File: src/rtl/zbt_port_arbiter.sv
// zbt_port_arbiter: shares one ZBT SRAM port between a priority requester (A) and a starvation-protected requester (B)
// Address/control are registered at accept, write data follows two cycles later, read tags ride the fixed read latency.
module zbt_port_arbiter #(
    parameter int ADDR_W     = 19,
    parameter int DATA_W     = 36,
    parameter int READ_LAT   = 2,
    parameter int STARVE_MAX = 4
) (
    input  logic              clk,
    input  logic              reset,
    input  logic              a_req,
    input  logic              a_we,
    input  logic [ADDR_W-1:0] a_addr,
    input  logic [DATA_W-1:0] a_wdata,
    output logic              a_grant,
    output logic              a_rvalid,
    output logic [DATA_W-1:0] a_rdata,
    input  logic              b_req,
    input  logic              b_we,
    input  logic [ADDR_W-1:0] b_addr,
    input  logic [DATA_W-1:0] b_wdata,
    output logic              b_grant,
    output logic              b_rvalid,
    output logic [DATA_W-1:0] b_rdata,
    output logic [ADDR_W-1:0] ram_addr,
    output logic              ram_we_b,
    output logic [DATA_W-1:0] ram_dout,
    output logic              ram_oe,
    input  logic [DATA_W-1:0] ram_din
);
    localparam int WW = $clog2(STARVE_MAX + 1);
    localparam logic [WW-1:0] WMAX = WW'(STARVE_MAX);

    logic [WW-1:0]     b_wait;
    logic              force_b, sel_b, acc, we;
    logic [ADDR_W-1:0] addr;
    logic [DATA_W-1:0] wdata, wd0, wd1;
    logic              wv0, wv1;
    logic [READ_LAT:0] tv, to;

    always_comb begin
        force_b = b_req && b_wait == WMAX;
        a_grant = !reset && a_req && !force_b;
        b_grant = !reset && b_req && (force_b || !a_req);
        sel_b   = b_req && b_grant;
        acc     = (a_req && a_grant) || sel_b;
        we      = sel_b ? b_we : a_we;
        addr    = sel_b ? b_addr : a_addr;
        wdata   = sel_b ? b_wdata : a_wdata;
    end

    always_ff @(posedge clk) begin
        if (reset) begin
            b_wait   <= '0;
            ram_addr <= '0;
            ram_we_b <= 1'b1;
            ram_dout <= '0;
            ram_oe   <= 1'b0;
            wv0      <= 1'b0;
            wv1      <= 1'b0;
            wd0      <= '0;
            wd1      <= '0;
            tv       <= '0;
            to       <= '0;
            a_rvalid <= 1'b0;
            b_rvalid <= 1'b0;
            a_rdata  <= '0;
            b_rdata  <= '0;
        end else begin
            // b is always granted once b_wait reaches WMAX, so the increment never overflows
            b_wait   <= (b_req && !b_grant) ? b_wait + 1'b1 : '0;
            ram_addr <= acc ? addr : ram_addr;
            ram_we_b <= !(acc && we);
            wv0      <= acc && we;
            wd0      <= (acc && we) ? wdata : wd0;
            wv1      <= wv0;
            wd1      <= wd0;
            ram_oe   <= wv1;
            ram_dout <= wv1 ? wd1 : ram_dout;
            tv       <= {tv[READ_LAT-1:0], acc && !we};
            to       <= {to[READ_LAT-1:0], sel_b};
            a_rvalid <= tv[READ_LAT] && !to[READ_LAT];
            b_rvalid <= tv[READ_LAT] && to[READ_LAT];
            a_rdata  <= (tv[READ_LAT] && !to[READ_LAT]) ? ram_din : a_rdata;
            b_rdata  <= (tv[READ_LAT] && to[READ_LAT]) ? ram_din : b_rdata;
        end
    end
endmodule

File: config.mk
export PLATFORM = sky130hd
export DESIGN_NAME = zbt_port_arbiter
export DESIGN_NICKNAME = d
export VERILOG_FILES = /design/src/rtl/zbt_port_arbiter.sv
export SDC_FILE = /design/constraint.sdc
export NUM_CORES = 1
export LEC_CHECK = 0
export ABC_AREA = 0
export CAP_MARGIN = 20
export CORE_MARGIN = 4
export CORE_UTILIZATION = 45
export DETAILED_ROUTE_END_ITERATION = 16
export HOLD_SLACK_MARGIN = 0.12
export PLACE_DENSITY = 0.8
export SYNTH_ARGS = -nofsm -noshare
export SYNTH_HDL_FRONTEND = slang
export SYNTH_SLANG_ARGS = --single-unit
File: constraint.sdc
create_clock -name clk -period 2.2 [get_ports clk]
set_input_delay 0.44 -clock clk [delete_from_list [all_inputs] [get_ports clk]]
set_output_delay 0.44 -clock clk [all_outputs]
set_load 0.01 [all_outputs]
# Yosys cells after proc, flatten, opt, wreduce, memory -nomap -nowiden
# Index checks and enable logic that the tools add are counted.
# totals
register_bits,214
inputBits,152
output_inout_bits,133
elab_cells,43
# classes
addsub,1
n_eq_ne,1
n_mux,3
n_bitwise,1
n_reduce_logical,22
# ops
op,count
36-bit two-way mux,1
19-bit two-way mux,1
1-bit logical AND,12
1-bit logical NOT,7
"3-bit by 1-bit adder with 3-bit output, second input constant",1
"3-bit == test, second input constant",1
1-bit logical OR,2
2-bit OR reduction,1
1-bit two-way mux,1
1-bit inverter,1

# Longest topological paths before layout
# depth
ltp_word,8
depth_mapped,8
ltp_nobuf,5

# Worst setup path after synthesis
# No wires, ideal clock.
# synth_timing
kind,reg2out
start,register b_wait[0]
end,output a_grant
arrival_time_ns,1.568
required_ns,1.760
slack_ns,0.192
stages_incl_launch_ff,8
n_path_buf,2
path_cell_list,dfxtp_1 -> inv_1 -> ha_1 -> nand3_1 -> clkbuf_1 -> clkbuf_1 -> nand2_1 -> nor2_1
# synth_via
elab_chain_len,4
# synth_rtl
element,line,text
"start, declared",34,logic [WW-1:0] b_wait;
"start signal, assigned",71,b_wait <= (b_req && !b_grant) ? b_wait + 1'b1 : '0;
3-bit == test,42,force_b = b_req && b_wait == WMAX;
1-bit logical AND,42,
1-bit logical NOT,43,a_grant = !reset && a_req && !force_b;
1-bit logical AND,43,
"end, declared",15,"output logic a_grant,"
# Every way passes these cells.

# Worst setup path in the final report
# layout_timing
start,register b_wait[0]
end,output b_grant
# layout_via
elab_chain_len,4
# layout_rtl
element,line,text
3-bit == test,42,
1-bit logical AND,42,
1-bit logical OR,44,b_grant = !reset && b_req && (force_b || !a_req);
1-bit logical AND,44,
"end, declared",22,"output logic b_grant,"
# Every way passes these cells.

==> key figures <==
Clocking
  – Post-CTS Setup Bufs: 0
  – Num CTS Buffers: 23
  – Hold Buf Count CTS: 0
  – Root Driver: clkbuf_16
  – CTS tree: yes
  – Max clock buf depth: 3
  – CTS H-tree depth: 1
  – Later-pin clock latency in the skew report: slightly below 500 ps
  – Clock Sinks: around 210
  – Worst-path clk slew: roughly 60 ps
  – CTS resizes: 4

Final layout
  – N_diodes: 0
  – Area growth syn-to-layout: 47.8%
  – Sequential cell area: 4290 um2
  – Layout cells sized above 1: a little over 6%
  – Final #Nets: 1287
  – # fillers: 1368
  – Finished Layout Cells: roughly 1400
  – Area of the multi-input gates: approximately 3400 um2

Critical path
  – Worst Path Buf+Inv: 2
  – Worst setup EP type: output pin
  – Worst reg-to-reg path cell count: 7
  – CP Launch Type: flip-flop
  – CP cell instances: inv_1 -> ha_2 -> a21boi_2 -> nor2_2 -> dlygate4sd2_1
  – Crit path max-delay family: flip-flops
  – WP data arrival: 1640 ps
  – CP max-delay cell: dfxtp_1
  – RR Endpoint: wd0[17]$_SDFFE_PP0P_
  – Worst Path Required: roughly 1800 ps
  – Worst r2r src: b_wait[0]$_SDFF_PP0_
  – Largest stage delay on the critical path: ~350 ps
  – CP startpoint: b_wait[0]$_SDFF_PP0_
  – Reg-to-reg slack, setup: roughly 440 ps
  – Crit path kind: flip-flop to output pin
  – Max Fanout on Critical Path: 5

Run status
  – Outcome: completed

Floorplan
  – Ports: 285
  – Die height: ~140 um
  – Row count: 48
  – Core Area: roughly 17000 um2
  – Die area: about 20000 um2
  – Starting density of the core: 46.2%
  – Width of the die: roughly 140 um

Global routing
  – First-pass GRT wire length: roughly 37 mm
  – GRT Resource Usage Total: between 20% and 30%
  – Initial antenna violation count: 0
  – Pin count of the biggest net entering global routing: 200
  – GRT overflow: 0
  – Number of global-route vias before repair: about 7000

Power
  – VDD IR max: about 0.00055 V
  – Leakage: 4.21 nW
  – Cell area power density: approximately 770 nW/um2

Timing
  – Slew Viols, Final: 0
  – # setup viols final: 0
  – Hold Vio Cnt, Final: 0
  – Unrepaired setup endpoints after global routing: false
  – Period utilisation layout: 94.6%
  – Min Tclk post-route: around 2100 ps
  – Max frequency: between 400 and 500 MHz
  – Worst hold slack: approximately 220 ps
  – Headroom to the max-slew limit: between 40 and 50%
  – Slew @ Worst Pin: 880 ps
  – Clock skew: approximately 9.0 ps

Synthesis
  – Synth Area in Simple Gates: 16.6%
  – Adder-Cell Fraction of Synth Area: less than 1%
  – Distinct cells, synth: 27
  – Synth Register Bits: about 210
  – YS warnings: 0
  – Synthesized netlist cell count: between 800 and 900
  – Syn Nets: 1044
  – Synth Area in XOR/XNOR: 0%
  – Main combinational cell family by area after synthesis: compound AO/OA/AOI/OAI gates
  – Multiplexer share of the synthesized area: between 6 and 7%
  – Complex-gate fraction of the synthesized area: a little under a fifth
  – Synthesized area: 8050 um2
  – Mean Syn Cell Area: around 9.0 um2
  – Sequential fraction of the synthesis area: between 50% and 60%

Route
  – Drt total wl: ~23 mm
  – DRT Pass-1 Iters: 5
  – Starting DRT DRC Count: between 400 and 500
  – DRC viols: 0
  – Via count: roughly 7400
  – Antenna Violating Nets Remaining: 0
  – Vias per cell: roughly 5.4
  – Drt wl/cell: between 15 and 20 um

Job
  – Max Cap Violations: 0

Hold path
  – Hold_sp: reset
  – Worst Hold Endpoint: ram_addr[15]$_SDFFE_PP0P_
  – Hold Path Class: input pin to flip-flop
  – Hold Crit Depth: 2

Place
  – Post-Place Cells: 1333
  – Placer Congestion: roughly 0.79
  – Port bufs: between 200 and 300
  – Final HPWL DP: around 16 mm
-- synth_stat cells --
cell | n | area share (%)
buf_4 | 1 | 0.093
a311oi_1 | 36 | 3.9
o21ai_0 | 26 | 1.6
clkbuf_1 | 71 | 3.3
a21bo_1 | 1 | 0.12
nand2_1 | 147 | 6.9
dfxtp_1 | 214 | 53
buf_6 | 3 | 0.42
nand3b_1 | 1 | 0.093
a21boi_1 | 1 | 0.093
o21ai_1 | 10 | 0.62
ha_1 | 2 | 0.31
mux2i_1 | 56 | 7.0
buf_1 | 5 | 0.23
a211o_1 | 1 | 0.11
inv_1 | 4 | 0.19
nor2b_1 | 45 | 3.5
nor2_1 | 43 | 2.0
a22o_1 | 1 | 0.11
a21oi_1 | 92 | 5.7
nand2b_1 | 4 | 0.31
nand3_1 | 57 | 3.5
and3_1 | 1 | 0.078
buf_2 | 10 | 0.62
and2_1 | 3 | 0.23
a21o_1 | 19 | 1.8
a221oi_1 | 36 | 3.9
-- worst max path at each step --
stage | end | cells after the start
2_1_floorplan | a_grant | 7
3_3_place_gp | b_grant | 4
3_5_place_dp | b_grant | 4
4_1_cts | b_grant | 5
5_1_grt | b_grant | 5
6_report | b_grant | 5
-- metrics by stage --
| step | area, um2 | setup TNS [ps] | power, mW | utilization (%) | setup WS (ps) |
|---|---|---|---|---|---|
| after floorplan | 8050 | 0 | 4.57 | - | 192 |
| after global placement | 11100 | -250 | 5.05 | 63.5 | -204 |
| after detailed placement | 11100 | -239 | 5.07 | 63.5 | -184 |
| after CTS | 11900 | 0 | 9.23 | 68.3 | 67.8 |
| after global routing | 11900 | 0 | 9.47 | 68.3 | 20.4 |
| final | 11900 | 0 | 9.12 | 68.3 | 119 |
-- report_power, final --
group	leakage, nW	switching [mW]	internal (mW)
combinational	2.06	0.397	0.513
clock	0.404	1.48	2.66
sequential	1.74	0.0596	4.02
total	4.21	1.93	7.18
-- registers in the layout (all words and copies together) (netlist names) --
name      count
a_rdata      36
a_rvalid      1
b_rdata      36
b_rvalid      1
b_wait        3
ram_addr     19
ram_dout     36
ram_oe        1
ram_we_b      1
to            3
tv            3
wd0          36
wd1          36
wv0           1
wv1           1
-- routing by layer --
metal	vias to the layer above	wire, um	GRT usage (%)
li1	3597	-	-
met1	3438	9520	28.7
met2	292	11500	37.2
met3	55	1610	4.01
met4	0	828	8.64
met5	-	0	0
-- area by class of cell --
type / instances / share of cell area [%]
Tap cell: 225 / 2.37
Timing Repair Buffer: 308 / 26.0
Sequential cell: 214 / 36.0
Inverter: 4 / 0.126
Multi-Input combinational cell: 582 / 28.5
Clock inverter: 9 / 1.45
Clock buffer: 30 / 5.48
-- cell usage in the layout, fill, tap and decap left out, drive strengths merged --
cell	synthesis	final
a21o	19	19
a211o	1	1
nand2b	4	4
nor2	43	43
clkinv	0	3
dfxtp	214	214
a221oi	36	36
and2	3	3
buf	19	25
bufinv	0	5
nor2b	45	45
and3	1	1
clkdlybuf4s50	0	281
mux2i	56	56
ha	2	2
nand3b	1	1
clkbuf	71	30
dlygate4sd2	0	2
a311oi	36	36
nand3	57	57
clkinvlp	0	1
nand2	147	147
a22o	1	1
a21boi	1	1
inv	4	4
o21ai	36	36
a21bo	1	1
a21oi	92	92
-- worst register-to-register path, stage by stage (launching register included) --
cell	delay, ps
dfxtp_1	350
inv_1	60
ha_2	220
nand3_2	100
buf_4	120
buf_4	370
a221oi_1	170
a311oi_1	280
-- kinds of logic after synthesis --
| family | after synthesis |
|---|---|
| buf+inv | 94 |
| simple gates | 301 |
| fa+ha+maj | 2 |
| mux | 56 |
| flops | 214 |
| compound gates | 223 |
Power figures use the tool's default switching activity.
